File: src/rtl/frog_game_ctrl.sv
// frog_game_ctrl: frog game state controller. Conditions the four direction
// buttons, moves the frog one cell per frame, and runs the play / dead / win /
// game-over sequencing that drives the display's frog, lives and score.
module frog_game_ctrl #(
  parameter int COLS           = 20,
  parameter int ROWS           = 15,
  parameter int START_COL      = 10,
  parameter int START_ROW      = 14,
  parameter int LIVES_INIT     = 3,
  parameter int DEBOUNCE_CYC   = 250000,
  parameter int RESPAWN_FRAMES = 60,
  parameter int WIN_FRAMES     = 30
) (
  input  logic       clk,
  input  logic       rst,
  input  logic       btn_up,
  input  logic       btn_down,
  input  logic       btn_left,
  input  logic       btn_right,
  input  logic       frame_tick,
  input  logic       car_hit,
  output logic [4:0] frog_col,
  output logic [3:0] frog_row,
  output logic [1:0] lives,
  output logic [7:0] score,
  output logic       frog_visible,
  output logic       game_over
);

  localparam int              DB_W         = $clog2(DEBOUNCE_CYC + 1);
  localparam logic [DB_W-1:0] DB_LAST      = DB_W'(DEBOUNCE_CYC - 1);
  localparam logic [DB_W-1:0] DB_ONE       = DB_W'(1);
  localparam logic [4:0]      COL_MAX      = 5'(COLS - 1);
  localparam logic [3:0]      ROW_MAX      = 4'(ROWS - 1);
  localparam logic [4:0]      SPAWN_COL    = 5'(START_COL);
  localparam logic [3:0]      SPAWN_ROW    = 4'(START_ROW);
  localparam logic [1:0]      LIVES_RST    = 2'(LIVES_INIT);
  localparam logic [5:0]      RESPAWN_LAST = 6'(RESPAWN_FRAMES - 1);
  localparam logic [5:0]      WIN_LAST     = 6'(WIN_FRAMES - 1);

  // Button / direction index: 0 up, 1 down, 2 left, 3 right (also the priority order).
  localparam logic [1:0] DIR_UP   = 2'd0;
  localparam logic [1:0] DIR_DOWN = 2'd1;
  localparam logic [1:0] DIR_LEFT = 2'd2;

  typedef enum logic [1:0] {PLAY, DEAD, WIN, GAME_OVER} state_t;

  state_t          state, state_next;
  logic [3:0]      btn_raw, sync1, sync2, stable, flip, press;
  logic [DB_W-1:0] db_cnt [4];
  logic            any_press;
  logic [1:0]      press_dir;
  logic            pend_valid, pend_valid_next;
  logic [1:0]      pend_dir, pend_dir_next;
  logic [4:0]      col_next;
  logic [3:0]      row_next;
  logic [1:0]      lives_next;
  logic [7:0]      score_next;
  logic [5:0]      frame_cnt, frame_cnt_next;

  assign btn_raw = {btn_right, btn_left, btn_down, btn_up};

  // Two-flop synchronizer for the asynchronous buttons.
  always_ff @(posedge clk) begin
    if (rst) begin
      sync1 <= '0;
      sync2 <= '0;
    end else begin
      sync1 <= btn_raw;
      sync2 <= sync1;
    end
  end

  // A button flips once it has disagreed with its stable value for DEBOUNCE_CYC cycles;
  // a flip towards 1 is a press event.
  always_comb begin
    for (int i = 0; i < 4; i++) begin
      flip[i] = (sync2[i] != stable[i]) && (db_cnt[i] == DB_LAST);
    end
    press = flip & sync2;
  end

  // Debounce counters restart whenever the synchronized input agrees with the stable value.
  always_ff @(posedge clk) begin
    if (rst) begin
      stable <= '0;
      for (int i = 0; i < 4; i++) db_cnt[i] <= '0;
    end else begin
      for (int i = 0; i < 4; i++) begin
        if (sync2[i] == stable[i]) begin
          db_cnt[i] <= '0;
        end else if (flip[i]) begin
          stable[i] <= sync2[i];
          db_cnt[i] <= '0;
        end else begin
          db_cnt[i] <= db_cnt[i] + DB_ONE;
        end
      end
    end
  end

  // Simultaneous presses resolve up > down > left > right.
  always_comb begin
    any_press = |press;
    press_dir = DIR_UP;
    if (press[0])      press_dir = 2'd0;
    else if (press[1]) press_dir = 2'd1;
    else if (press[2]) press_dir = 2'd2;
    else if (press[3]) press_dir = 2'd3;
  end

  // State and game registers.
  always_ff @(posedge clk) begin
    if (rst) begin
      state      <= PLAY;
      frog_col   <= SPAWN_COL;
      frog_row   <= SPAWN_ROW;
      lives      <= LIVES_RST;
      score      <= '0;
      frame_cnt  <= '0;
      pend_valid <= 1'b0;
      pend_dir   <= DIR_UP;
    end else begin
      state      <= state_next;
      frog_col   <= col_next;
      frog_row   <= row_next;
      lives      <= lives_next;
      score      <= score_next;
      frame_cnt  <= frame_cnt_next;
      pend_valid <= pend_valid_next;
      pend_dir   <= pend_dir_next;
    end
  end

  // Next-state and datapath: everything advances on frame ticks, except the
  // game-over restart, which fires on the press event itself.
  always_comb begin
    state_next      = state;
    col_next        = frog_col;
    row_next        = frog_row;
    lives_next      = lives;
    score_next      = score;
    frame_cnt_next  = frame_cnt;
    pend_valid_next = 1'b0;
    pend_dir_next   = pend_dir;
    case (state)
      PLAY: begin
        pend_valid_next = pend_valid;
        if (frame_tick && car_hit) begin
          // Collision wins over any pending move.
          if (lives != 2'd0) lives_next = lives - 2'd1;
          pend_valid_next = 1'b0;
          frame_cnt_next  = '0;
          state_next      = DEAD;
        end else if (frame_tick) begin
          pend_valid_next = 1'b0;
          if (pend_valid) begin
            case (pend_dir)
              DIR_UP:   if (frog_row != 4'd0)    row_next = frog_row - 4'd1;
              DIR_DOWN: if (frog_row != ROW_MAX) row_next = frog_row + 4'd1;
              DIR_LEFT: if (frog_col != 5'd0)    col_next = frog_col - 5'd1;
              default:  if (frog_col != COL_MAX) col_next = frog_col + 5'd1;
            endcase
          end
          if (row_next == 4'd0) begin
            score_next     = score + 8'd1;
            frame_cnt_next = '0;
            state_next     = WIN;
          end else if (any_press) begin
            // A press on the tick cycle belongs to the frame that starts now.
            pend_valid_next = 1'b1;
            pend_dir_next   = press_dir;
          end
        end else if (any_press && !pend_valid) begin
          pend_valid_next = 1'b1;
          pend_dir_next   = press_dir;
        end
      end
      DEAD: begin
        if (frame_tick) begin
          frame_cnt_next = frame_cnt + 6'd1;
          if (frame_cnt == RESPAWN_LAST) begin
            frame_cnt_next = '0;
            if (lives == 2'd0) begin
              state_next = GAME_OVER;
            end else begin
              col_next   = SPAWN_COL;
              row_next   = SPAWN_ROW;
              state_next = PLAY;
            end
          end
        end
      end
      WIN: begin
        if (frame_tick) begin
          frame_cnt_next = frame_cnt + 6'd1;
          if (frame_cnt == WIN_LAST) begin
            frame_cnt_next = '0;
            col_next       = SPAWN_COL;
            row_next       = SPAWN_ROW;
            state_next     = PLAY;
          end
        end
      end
      default: begin
        if (any_press) begin
          lives_next     = LIVES_RST;
          score_next     = '0;
          col_next       = SPAWN_COL;
          row_next       = SPAWN_ROW;
          frame_cnt_next = '0;
          state_next     = PLAY;
        end
      end
    endcase
  end

  // Outputs decoded from registered state: blink every 8 frames while dead.
  always_comb begin
    frog_visible = 1'b1;
    game_over    = 1'b0;
    if (state == DEAD)      frog_visible = ~frame_cnt[3];
    if (state == GAME_OVER) game_over    = 1'b1;
  end

endmodule

File: config.mk
export PLATFORM = sky130hd
export DESIGN_NAME = frog_game_ctrl
export DESIGN_NICKNAME = d
export VERILOG_FILES = /design/src/rtl/frog_game_ctrl.sv
export SDC_FILE = /design/constraint.sdc
export NUM_CORES = 1
export LEC_CHECK = 0
export CORE_AREA = 2 2 130 132
export DETAILED_ROUTE_END_ITERATION = 16
export DIE_AREA = 0 0 132 134
export GPL_TIMING_DRIVEN = 0
export PLACE_DENSITY = 0.54
export SLEW_MARGIN = 15
export SYNTH_ARGS = -nofsm -noshare
export SYNTH_HDL_FRONTEND = slang
export SYNTH_SLANG_ARGS = --single-unit
File: constraint.sdc
create_clock -name clk -period 4.2 [get_ports clk]
set_clock_uncertainty 0.05 [all_clocks]
set_input_delay 0.42 -clock clk [delete_from_list [all_inputs] [get_ports clk]]
set_output_delay 0.42 -clock clk [all_outputs]
set_load 0.005 [all_outputs]
==> impl_metrics.json <==
{
  "initial_standard_cell_utilization_of_the_core_pct": 39.40,
  "number_of_top_level_design_ports": 29,
  "synth_flop_cell": "edfxtp_1",
  "reg2reg_depth": 9,
  "crit_path_end_kind": "register",
  "netlist-cell-type-count": 73,
  "diodes": 0,
  "cap_viol_max_count": 0,
  "critical_path.startpoint_type": "register",
  "worst_hold_endpoint": "pend_valid",
  "clk_lat_worst_skew_ns": 0.42,
  "drt-pass1-iter-count": 4,
  "filler_cell_count": 1558,
  "hold_buffers": 0,
  "number_of_global_route_vias_before_repair": 4818,
  "clockRootBuffer": "clkbuf_16",
  "die_area_um2": 17690,
  "floorplan.core_area_um2": 16290,
  "grt_max_degree": 17,
  "overall_global_routing_usage_pct": 15.72,
  "global_route_wire_length_before_repair_um": 22310,
  "worst_hold_path_type": "in2reg",
  "numnets_final": 803,
  "clock_sinks": 114,
  "worstMarginPinSlew_ns": 0.7911,
  "path_class": "reg2reg",
  "timing.critical_path.required_ns": 4.46,
  "drt_iter0_drc": 264,
  "die_height_um": 134,
  "worst_ir_drop_vdd_v": 0.0002811,
  "gp_congestion": 0.7919,
  "ys.warnings.count": 0,
  "crit-reg2reg-launch": "frog_row[0]",
  "slowest_stage": "or4bb_1",
  "gr-total-overflow": 0,
  "rsz0062_at_grt": "false",
  "critical_path.max_fanout": 6,
  "worst_slew_margin_rel_pct": 47.10,
  "final_core_util_pct": 47.91,
  "total_clock_buffers_created_by_cts": 17,
  "status": "finished clean",
  "async_flop_share_pct": 0,
  "syn_area_um2": 6419,
  "routed_wirelength_um": 13070,
  "syn_to_final_growth_pct": 21.60,
  "routed_via_density": 4.912,
  "post_cts_buffers": 0,
  "worstPathCellList": "inv_1 > ha_1 > or4bb_1 > o22ai_1 > o22ai_1 > o41ai_2 > o21a_1 > nor2_1 > a221o_1",
  "synth_edf_count": 72,
  "finalCriticalPeriod_ns": 3.096,
  "leakage_power_uw": 0.002924,
  "port_buffers": 27,
  "critical-path-top-cell-by-count": "o22ai_1",
  "final_critical_path_share_of_the_clock_period_pct": 73.70,
  "drt-wirelength-per-cell_um": 12.95,
  "antenna_found_initial": 0,
  "floorplan.die.width_um": 132,
  "post_synth_inst_count": 659,
  "detail_route.drc_violations": 0,
  "totalNegativeSetupSlack_ns": 0,
  "min-delay-start": "frame_tick",
  "ff2ff_setup_slack_ns": 1.10,
  "syn_avg_cell_area_um2": 9.740,
  "slew_violations": 0,
  "final-hold-violation-count": 0,
  "max_stage_delay_ns": 0.47,
  "pwrdens_nw_per_um2": 418.5,
  "hold_depth": 4,
  "cts-htree-levels": 4,
  "crit_arrival_ns": 3.35,
  "detail-route-antenna-nets": 0,
  "place.detailed.hpwl_um": 9688,
  "ys_seq_area_share_pct": 46.78,
  "route.vias.total": 4956,
  "worst_reg2reg_path_endpoint": "frame_cnt[2]",
  "placement_rows": 47,
  "tritoncts_clock_tree": "built",
  "maxClockFrequency_mhz": 323.0,
  "worst_setup_hold_path_clk_slew_ns": 0.05,
  "finalSetupViolCount": 0,
  "clockBufferDepth": 2,
  "yosys_register_bits": 114,
  "ctsResizeCount": 0,
  "post_route_cells_drive_above_1_share_pct": 6.591
}
## report_power, final
| group | switching (µW) | total, µW | internal [µW] |
|---|---|---|---|
| clock network | 483 | 1390 | 907 |
| logic | 356 | 573 | 218 |
| registers | 57.1 | 1300 | 1250 |
## worst max-delay path by stage
stage                      startpoint           end  depth (start not counted)
after floorplan           frog_row[0]  frame_cnt[2]                          9
after global placement    frog_row[0]  frame_cnt[2]                          9
after detailed placement  frog_row[0]  frame_cnt[2]                          9
after CTS                 frog_row[0]  frame_cnt[2]                          9
after global routing      frog_row[0]   pend_dir[0]                          9
final                     frog_row[0]  frame_cnt[2]                          9
## Yosys cell counts (14+ instances only)
cell type	count	area share, %
nor3_1	17	1.3
xor2_1	27	3.7
ha_1	18	3.5
xnor2_1	38	5.2
nand4_1	14	1.4
nor2_1	102	6.0
inv_1	30	1.8
nand2_1	37	2.2
o21ai_0	20	1.6
a21oi_1	24	1.9
edfxtp_1	72	34
dfxtp_1	42	13
nor2b_1	16	1.6
and3_1	20	1.9
nand3_1	43	3.4
## cells in the final DEF, fill, tap and decap left out, types with 13 or more instances in the layout
cell / n
clkdlybuf4s50_1: 27
conb_1: 72
xnor2_1: 38
or3_1: 13
a21oi_1: 24
nor2_1: 102
xor2_1: 27
ha_1: 18
nand2_1: 37
inv_1: 30
nor2b_1: 16
nand4_1: 14
clkbuf_16: 18
edfxtp_1: 72
o21ai_0: 20
and3_1: 20
nor3_1: 17
nand3_1: 43
dfxtp_1: 42
clkbuf_1: 18
## worst max-delay path: cells and delay by family, from the launching register on
kind,cells,cell delay (ns)
and+or+nand+nor,2,0.55
adders and majority gates,1,0.31
AOI/OAI and AO/OA,5,1.47
buffers and inverters,1,0.13
DFF,1,0.46
## per-layer routing
metal / global-route usage, % / part of all wire (%) / up-vias / wire length, µm
met5: 0 / 0 / - / 0
met4: 5.435 / 1.2 / 0 / 154
met3: 4.384 / 3.1 / 14 / 399
met2: 25.17 / 47 / 67 / 6100
met1: 20.52 / 49 / 2343 / 6413
li1: - / - / 2532 / -
## sequential cells by signal (all words and copies together) (netlist names)
register    cells
db_cnt         72
frame_cnt       6
frog_col        5
frog_row        4
lives           2
pend_dir        2
pend_valid      1
score           8
stable          4
state           2
sync1           4
sync2           4
## cells by family after synthesis
group | count (synthesis) | share of synthesized area [%]
AND/OR/NAND/NOR | 309 | 25.36
flip-flops | 114 | 46.78
AO/OA/AOI/OAI | 91 | 9.844
XOR/XNOR | 66 | 9.123
buffers and inverters | 48 | 3.275
adder cells (fa/ha/maj) | 19 | 3.821
multiplexers | 11 | 1.735
other | 1 | 0.05842
## layout make-up
class                           count  area [µm²]  share of cell area, %
Buffer                             18       97.59                  1.250
Clock buffer                       27       524.3                  6.717
Clock inverter                      5       50.05                 0.6412
Inverter                           30       112.6                  1.443
Multi-Input combinational cell    568        3472                  44.49
Sequential cell                   114        3003                  38.47
Tap cell                          220       275.3                  3.527
Timing Repair Buffer               27       270.3                  3.463
## per-stage QoR
stage	setup WS, ns	total power (µW)	instances	instance area, µm²	hold slack (ns)
3_5_place_dp	1.097	1896	977	7231	0.3720
3_3_place_gp	1.126	1886	977	7231	0.3688
5_1_grt	0.9155	3445	1009	7805	0.3932
4_1_cts	1.094	3304	1009	7805	0.3467
6_report	1.104	3267	1009	7805	0.3657
2_1_floorplan	1.441	1739	730	6685	0.3638
No activity file was read; power rests on OpenSTA's default activity.
